==> src/rtl/traffic_request_latch_pkg.sv <==
// Shared channel map, debounce default and small vector helpers for the
// traffic request latch and the signal controller that consumes it.
package traffic_request_latch_pkg;

    localparam int unsigned NUM_CH                  = 6;
    localparam int unsigned CH_IDX_W                = 3;
    localparam int unsigned CNT_W                   = 8;
    localparam int unsigned DEBOUNCE_CYCLES_DEFAULT = 20;

    localparam int unsigned CH_STRAIGHT_CAR  = 0;
    localparam int unsigned CH_STRAIGHT_TURN = 1;
    localparam int unsigned CH_CROSS_CAR     = 2;
    localparam int unsigned CH_CROSS_TURN    = 3;
    localparam int unsigned CH_STRAIGHT_PED  = 4;
    localparam int unsigned CH_CROSS_PED     = 5;

    typedef logic [NUM_CH-1:0] ch_vec_t;

    // Lowest set bit position; 0 when the vector is empty.
    function automatic logic [CH_IDX_W-1:0] lowest_index(input ch_vec_t v);
        logic [CH_IDX_W-1:0] idx;
        idx = '0;
        for (int i = NUM_CH - 1; i >= 0; i--) begin
            if (v[i]) idx = CH_IDX_W'(i);
        end
        return idx;
    endfunction

    function automatic logic [CH_IDX_W-1:0] count_ones(input ch_vec_t v);
        logic [CH_IDX_W-1:0] n;
        n = '0;
        for (int i = 0; i < NUM_CH; i++) begin
            n = n + CH_IDX_W'(v[i]);
        end
        return n;
    endfunction

endpackage

==> src/rtl/traffic_request_latch_input_debouncer.sv <==
// One channel: 2-flop synchronizer, saturating-free debounce counter and a
// stable level; emits a one-cycle pulse on the edge stable goes 0->1.
module input_debouncer
    import traffic_request_latch_pkg::*;
#(
    parameter int unsigned DEBOUNCE_CYCLES = DEBOUNCE_CYCLES_DEFAULT
) (
    input  logic clk,
    input  logic rst_n,
    input  logic raw,
    output logic rose
);

    logic [1:0]       sync;
    logic             stable;
    logic [CNT_W-1:0] cnt;

    // Counter restarts whenever the synchronized level agrees with stable,
    // so only an uninterrupted run of DEBOUNCE_CYCLES flips stable.
    always_ff @(posedge clk or negedge rst_n) begin
        if (!rst_n) begin
            sync   <= '0;
            stable <= 1'b0;
            cnt    <= '0;
            rose   <= 1'b0;
        end else begin
            sync <= {sync[0], raw};
            rose <= 1'b0;
            if (sync[1] == stable) begin
                cnt <= '0;
            end else if (cnt == CNT_W'(DEBOUNCE_CYCLES - 1)) begin
                cnt    <= '0;
                stable <= sync[1];
                rose   <= sync[1];
            end else begin
                cnt <= cnt + CNT_W'(1);
            end
        end
    end

endmodule

==> src/rtl/traffic_request_latch.sv <==
// Debounced, latched per-channel traffic requests with pending summary and
// a sticky "first pending channel" pointer for the signal controller.
module traffic_request_latch
    import traffic_request_latch_pkg::*;
#(
    parameter int unsigned DEBOUNCE_CYCLES = DEBOUNCE_CYCLES_DEFAULT
) (
    input  logic                clk,
    input  logic                rst_n,
    input  logic [NUM_CH-1:0]   raw_request,
    input  logic [NUM_CH-1:0]   serve,
    output logic [NUM_CH-1:0]   request,
    output logic                pending_any,
    output logic [CH_IDX_W-1:0] pending_count,
    output logic                first_valid,
    output logic [CH_IDX_W-1:0] first_index
);

    ch_vec_t rose;
    ch_vec_t request_nxt;

    for (genvar g = 0; g < NUM_CH; g++) begin : g_ch
        input_debouncer #(
            .DEBOUNCE_CYCLES(DEBOUNCE_CYCLES)
        ) u_deb (
            .clk  (clk),
            .rst_n(rst_n),
            .raw  (raw_request[g]),
            .rose (rose[g])
        );
    end

    // Serve clears level-sensitively and wins over a same-cycle rise.
    always_comb begin
        request_nxt   = (request | rose) & ~serve;
        pending_any   = |request;
        pending_count = count_ones(request);
    end

    always_ff @(posedge clk or negedge rst_n) begin
        if (!rst_n) begin
            request     <= '0;
            first_valid <= 1'b0;
            first_index <= '0;
        end else begin
            request <= request_nxt;
            if (!first_valid || !request_nxt[first_index]) begin
                first_valid <= |request_nxt;
                first_index <= lowest_index(request_nxt);
            end
        end
    end

endmodule

==> config.mk <==
export PLATFORM = sky130hd
export DESIGN_NAME = traffic_request_latch
export DESIGN_NICKNAME = d
export VERILOG_FILES = /design/src/rtl/traffic_request_latch_pkg.sv /design/src/rtl/traffic_request_latch_input_debouncer.sv /design/src/rtl/traffic_request_latch.sv
export SDC_FILE = /design/constraint.sdc
export NUM_CORES = 1
export LEC_CHECK = 0
export ABC_CLOCK_PERIOD_IN_PS = 3520
export CORE_AREA = 2 2 104 106
export CTS_CLUSTER_DIAMETER = 150
export CTS_CLUSTER_SIZE = 40
export DETAILED_ROUTE_END_ITERATION = 12
export DIE_AREA = 0 0 106 108
export PLACE_DENSITY = 0.54
export SYNTH_ARGS = -nofsm -noshare
export SYNTH_HDL_FRONTEND = slang
export SYNTH_SLANG_ARGS = --single-unit
export TNS_END_PERCENT = 100
==> constraint.sdc <==
create_clock -name clk -period 3.52 [get_ports clk]
set_input_delay 0.704 -clock clk [delete_from_list [all_inputs] [get_ports clk]]
set_output_delay 0.704 -clock clk [all_outputs]
set_load 0.005 [all_outputs]
# Yosys cells after proc, flatten, opt, wreduce, memory -nomap -nowiden
# Cells that the tools add are included.
# W data, S select, Z words.
dict set report op_classes {
  add_sub_neg 11
  order_cmp 1
  n_eq_ne 12
  mux 32
  bitwise 9
  n_reduce_logical 11
}
# cell n
set ops {}
lappend ops {{$mux W8} 12}
lappend ops {{$add A8 B1 Y8 const B} 6}
lappend ops {{$eq A8 B5 Y1 const B} 6}
lappend ops {{$mux W3} 6}
lappend ops {{$mux W1} 13}
lappend ops {{$reduce_and A2 Y1} 6}
lappend ops {{$reduce_or A6 Y1} 2}
lappend ops {{$add A3 B1 Y3} 3}
lappend ops {{$and A6 B6 Y6} 1}
lappend ops {{$eq A1 B1 Y1} 6}
lappend ops {{$not A1 Y1} 6}
lappend ops {{$not A6 Y6} 1}
lappend ops {{$or A6 B6 Y6} 1}
lappend ops {{$lt A3 B4 Y1 const B} 1}
lappend ops {{$add A2 B1 Y3} 1}
lappend ops {{$bmux W1 S3} 1}
lappend ops {{$add A1 B1 Y2} 1}
lappend ops {{$logic_not A1 Y1} 2}
lappend ops {{$logic_or A1 B1 Y1} 1}
dict set report totals {
  reg_bits 82
  inputBits 14
  output_inout_bits 14
}

# Logic depth before layout (Yosys ltp)
dict set report logic_depth {
  word_depth 8
  ltp_mapped 6
  ltp_nobuf 6
}

# Modules after synthesis
# Synthesis repeated with hierarchy kept, for this count alone.
dict set report unflattened {
  cells_unflattened 331
  area_unflattened_um2 3807.4
}
# module n_inst cells_per_inst area_per_inst_um2 seq_area_each_um2
set modules_own_cells {}
lappend modules_own_cells {{input_debouncer at g_ch[0].u_deb ...} 5 46 536.8 300.3}
lappend modules_own_cells {traffic_request_latch 1 57 606.8 250.2}
lappend modules_own_cells {{input_debouncer at g_ch[3].u_deb} 1 44 516.7 300.3}

# Worst setup path before layout
# Ideal clock, no wire load.
dict set report synth_path {
  path_type {reg2out}
  start {register request[0]}
  end {output port pending_count[1]}
  arrival_ns 2.149
  required_time_ns 2.816
  setup_slack_ns 0.667
  stages_incl_launch_ff 7
  path_buffers 0
  cell_sequence {dfrtp_1 fa_1 inv_1 fa_1 inv_1 ha_1 fa_1}
}
dict set report synth_via {
  elab_chain_cells 5
}
# element line
set synth_rtl {}
lappend synth_rtl {{start, declared} traffic_request_latch.sv:12} ;# output logic [NUM_CH-1:0] request,
lappend synth_rtl {{start signal, assigned} traffic_request_latch.sv:46} ;# request <= request_nxt;
lappend synth_rtl {{$add A1 B1 Y2} traffic_request_latch_pkg.sv:33} ;# n = n + CH_IDX_W'(v[i]);
lappend synth_rtl {{$add A2 B1 Y3} traffic_request_latch_pkg.sv:33}
lappend synth_rtl {{$add A3 B1 Y3 (3 in series)} traffic_request_latch_pkg.sv:33}
lappend synth_rtl {{end, declared} traffic_request_latch.sv:14} ;# output logic [CH_IDX_W-1:0] pending_count,
# No other way between the ends.

# Worst setup path after layout
# Ends and elaborated chain as after synthesis.

==> summary.md <==
| Metric | Value |
|---|---|
| Die ar. | `about 11000 um^2` |
| CP Cell Sequence | `fa_1 > inv_1 > fa_1 > inv_1 > ha_1 > fa_1 > dlygate4sd2_1` |
| Layout cells sized above 1 | `0.101` |
| Critical path arrival | `2710 ps` |
| Minimum clock period after layout | `approximately 3400 ps` |
| Combinational share of power | `0.039` |
| Hold EP | `g_ch[2].u_deb.sync[1]` |
| Worst skew pair latency | `between 300 and 400 ps` |
| Syn Area/Cell | `approximately 12 um^2` |
| R2R Setup Slk | `around 1600 ps` |
| Top FF cell, synth | `dfrtp_1` |
| P&R area growth vs syn | `20.3%` |
| Clock Skew | `~5.2 ps` |
| Row Count | `37` |
| Initial Util | `0.348` |
| Routed WL per cell | `12.6 um` |
| Core ar. | `10200 um^2` |
| Max_slew headroom | `0.319` |
| Cell-internal power | `0.00155 W` |
| Layout Nets | `roughly 380` |
| # setup viols final | `0` |
| Syn nets | `roughly 330` |
| Worst Setup Start Kind | `flip-flop` |
| Routed WL | `6200 um` |
| # Max-Cap Violations | `0` |
| Clock power frac | `0.454` |
| Clock buffer depth | `2` |
| Worst path slowest cell | `fa_1` |
| RSZ-0062 raised after global routing | `no` |
| Most frequent CP cell | `fa_1` |
| TNS Setup | `0 ps` |
| Worst setup path category | `flip-flop to output port` |
| Final Hold Viols | `0` |
| FILL cells | `978` |
| Layout Utilization | `0.418` |
| Io pins | `28` |
| Drt pass-1 iters | `4` |
| WHS Path Cells | `0` |
| CTS buffer count | `9` |
| Status | `completed` |
| Post-synthesis cell area | `around 3600 um^2` |
| CTS H-tree lvls | `3` |
| TritonCTS clock tree | `done` |
| FF-to-FF path depth | `4` |
| Seq pwr share | `0.507` |
| CP Capture Type | `output port` |
| Worst-path maximum fanout | `2` |
| Synth Register Bits | `approximately 80` |
| DR vias/cell | `4.45` |
| P_leak | `roughly 2.1 nW` |
| Die height | `108 um` |
| Final period util | `0.971` |
| Crit path required time | `between 2000 and 3000 ps` |
| Clock tree sinks | `a little over 80` |
| First-pass GRT wire length | `roughly 11000 um` |
| Gr usage total | `0.123` |
| Final ANT Viol Nets | `0` |
| NetSw | `between 0.0003 and 0.0004 W` |
| Ant. Diodes | `0` |
| Max-slew violation count | `0` |
| Sw Ratio | `0.203` |
| Initial antenna violation count | `0` |
| Gp weighted congestion | `about 0.77` |
| VDD IR max | `295 uV` |
| HP Class | `flip-flop to flip-flop` |
| DIE WIDTH | `106 um` |
| Pwr Density | `454 nW/um^2` |
| Async S/R FF share, synth | `1.00` |
| Cts hold-fix bufs | `0` |
| FMAX | `293 MHz` |
| DRC Markers | `0` |
| Congestion Overflow GR | `0` |
| Post-synth EDFFs | `0` |
| Drt initial violations | `73` |
| Vias in the first global route | `around 2200` |
| Count of cell types in the netlist | `34` |
| Clock-pin slew on the worst setup and hold paths | `roughly 80 ps` |
| Seq/Total Area, Yosys | `0.577` |
| Most frequent cells in the layout | `82 x dfrtp_1, 45 x nor2_1, 29 x nand2_1, 29 x xor2_1, 24 x clkdlybuf4s50_1` |
| HP Start | `g_ch[2].u_deb.sync[0]` |
| Yosys Warn Count | `0` |
| Worst R2R End | `first_index[1]` |
| Commonest non-fill, non-tap cell in the layout | `dfrtp_1` |
| Largest net degree at the start of global routing | `83` |
| CTS Root Cell | `clkbuf_8` |
| Vias | `2186` |
| I/O Buffers | `27` |
| Post-Synthesis Cells | `309` |
| Worst Tran Pin Value | `about 1000 ps` |
| R2R Path Start | `first_index[1]` |
| Dpl hpwl | `4300 um` |
| Slowest stage delay, CP | `540 ps` |
registers in the layout, indices dropped and copies added (netlist names):
register / count
g_ch.u_deb.rose: 6
g_ch.u_deb.cnt: 48
first_valid: 1
g_ch.u_deb.stable: 6
g_ch.u_deb.sync: 12
request: 6
first_index: 3
cell type report:
type	count	area, um^2	share of cell area
multi-input combinational	214	1460	0.340
sequential	82	2050	0.480
clock inverter	6	138	0.0322
clock buffer	10	128	0.0298
tap	136	170	0.0398
inverter	13	48.8	0.0114
timing repair buffer	30	288	0.0673
cell families after synthesis:
| group | after synthesis | share of synthesized area |
|---|---|---|
| AO/OA/AOI/OAI | 14 | 0.0289 |
| XOR/XNOR | 41 | 0.101 |
| adder cells (fa/ha/maj) | 11 | 0.0450 |
| buffers and inverters | 13 | 0.0137 |
| flip-flops | 82 | 0.577 |
| multiplexers | 9 | 0.0334 |
| AND/OR/NAND/NOR | 139 | 0.201 |
cells in the mapped netlist, types with 6 or more instances:
library cell	count	area share
xor2_1	29	0.071
dfrtp_1	82	0.58
nand2_1	29	0.031
xnor2_1	12	0.030
nand4_1	10	0.018
inv_1	13	0.014
o21bai_1	6	0.013
and3_1	7	0.012
nor2_1	45	0.048
and2_1	8	0.014
nor3b_1	7	0.015
ha_1	8	0.028
nand3_1	11	0.015
per-stage QoR:
step           std cells  total power [W]  area (um^2)  hold slack [ps]  setup slack (ps)
2_1_floorplan        309          0.00104         3560              331               667
3_3_place_gp         474          0.00108         4010              335               215
3_5_place_dp         474          0.00108         4010              335               172
4_1_cts              491          0.00198         4280              355              66.1
5_1_grt              491          0.00204         4280              360             0.677
6_report             491          0.00194         4280              351               104
power by group through the flow:
stage | clock, W | sequential [W] | combinational (W)
3_5_place_dp | 0 | 0.00100 | 0.0000793
6_report | 0.000881 | 0.000983 | 0.0000767
2_1_floorplan | 0 | 0.000998 | 0.0000374
5_1_grt | 0.000963 | 0.000988 | 0.0000901
3_3_place_gp | 0 | 0.00100 | 0.0000798
4_1_cts | 0.000919 | 0.000984 | 0.0000804
routing by layer:
metal	track usage	up-vias	share of wire
li1	-	1118	-
met1	0.160	1037	0.49
met2	0.186	29	0.46
met3	0.0494	2	0.044
met4	0.0451	0	0.0082
met5	0	-	0
what timing repair did:
| item | CTS | global route |
|---|---|---|
| resized for setup | 2 | 0 |
| buffers inserted | 1 | 0 |
| setup endpoints to repair | 2 | 0 |
worst max path at each step:
stage | depth (start not counted) | start | to | slack (ps)
2_1_floorplan | 6 | request[0] | pending_count[1] | 670
3_3_place_gp | 7 | request[1] | pending_count[1] | 210
3_5_place_dp | 7 | request[1] | pending_count[1] | 170
5_1_grt | 7 | request[0] | pending_count[1] | 0.7
4_1_cts | 7 | request[0] | pending_count[1] | 70
6_report | 7 | request[0] | pending_count[1] | 100
critical path, delay by kind of cell (launching register included):
kind / cells / cell delay (ps)
buf+inv: 3 / 320
fa+ha+maj: 4 / 1650
flops: 1 / 410
(Power assumes the default switching activity.)
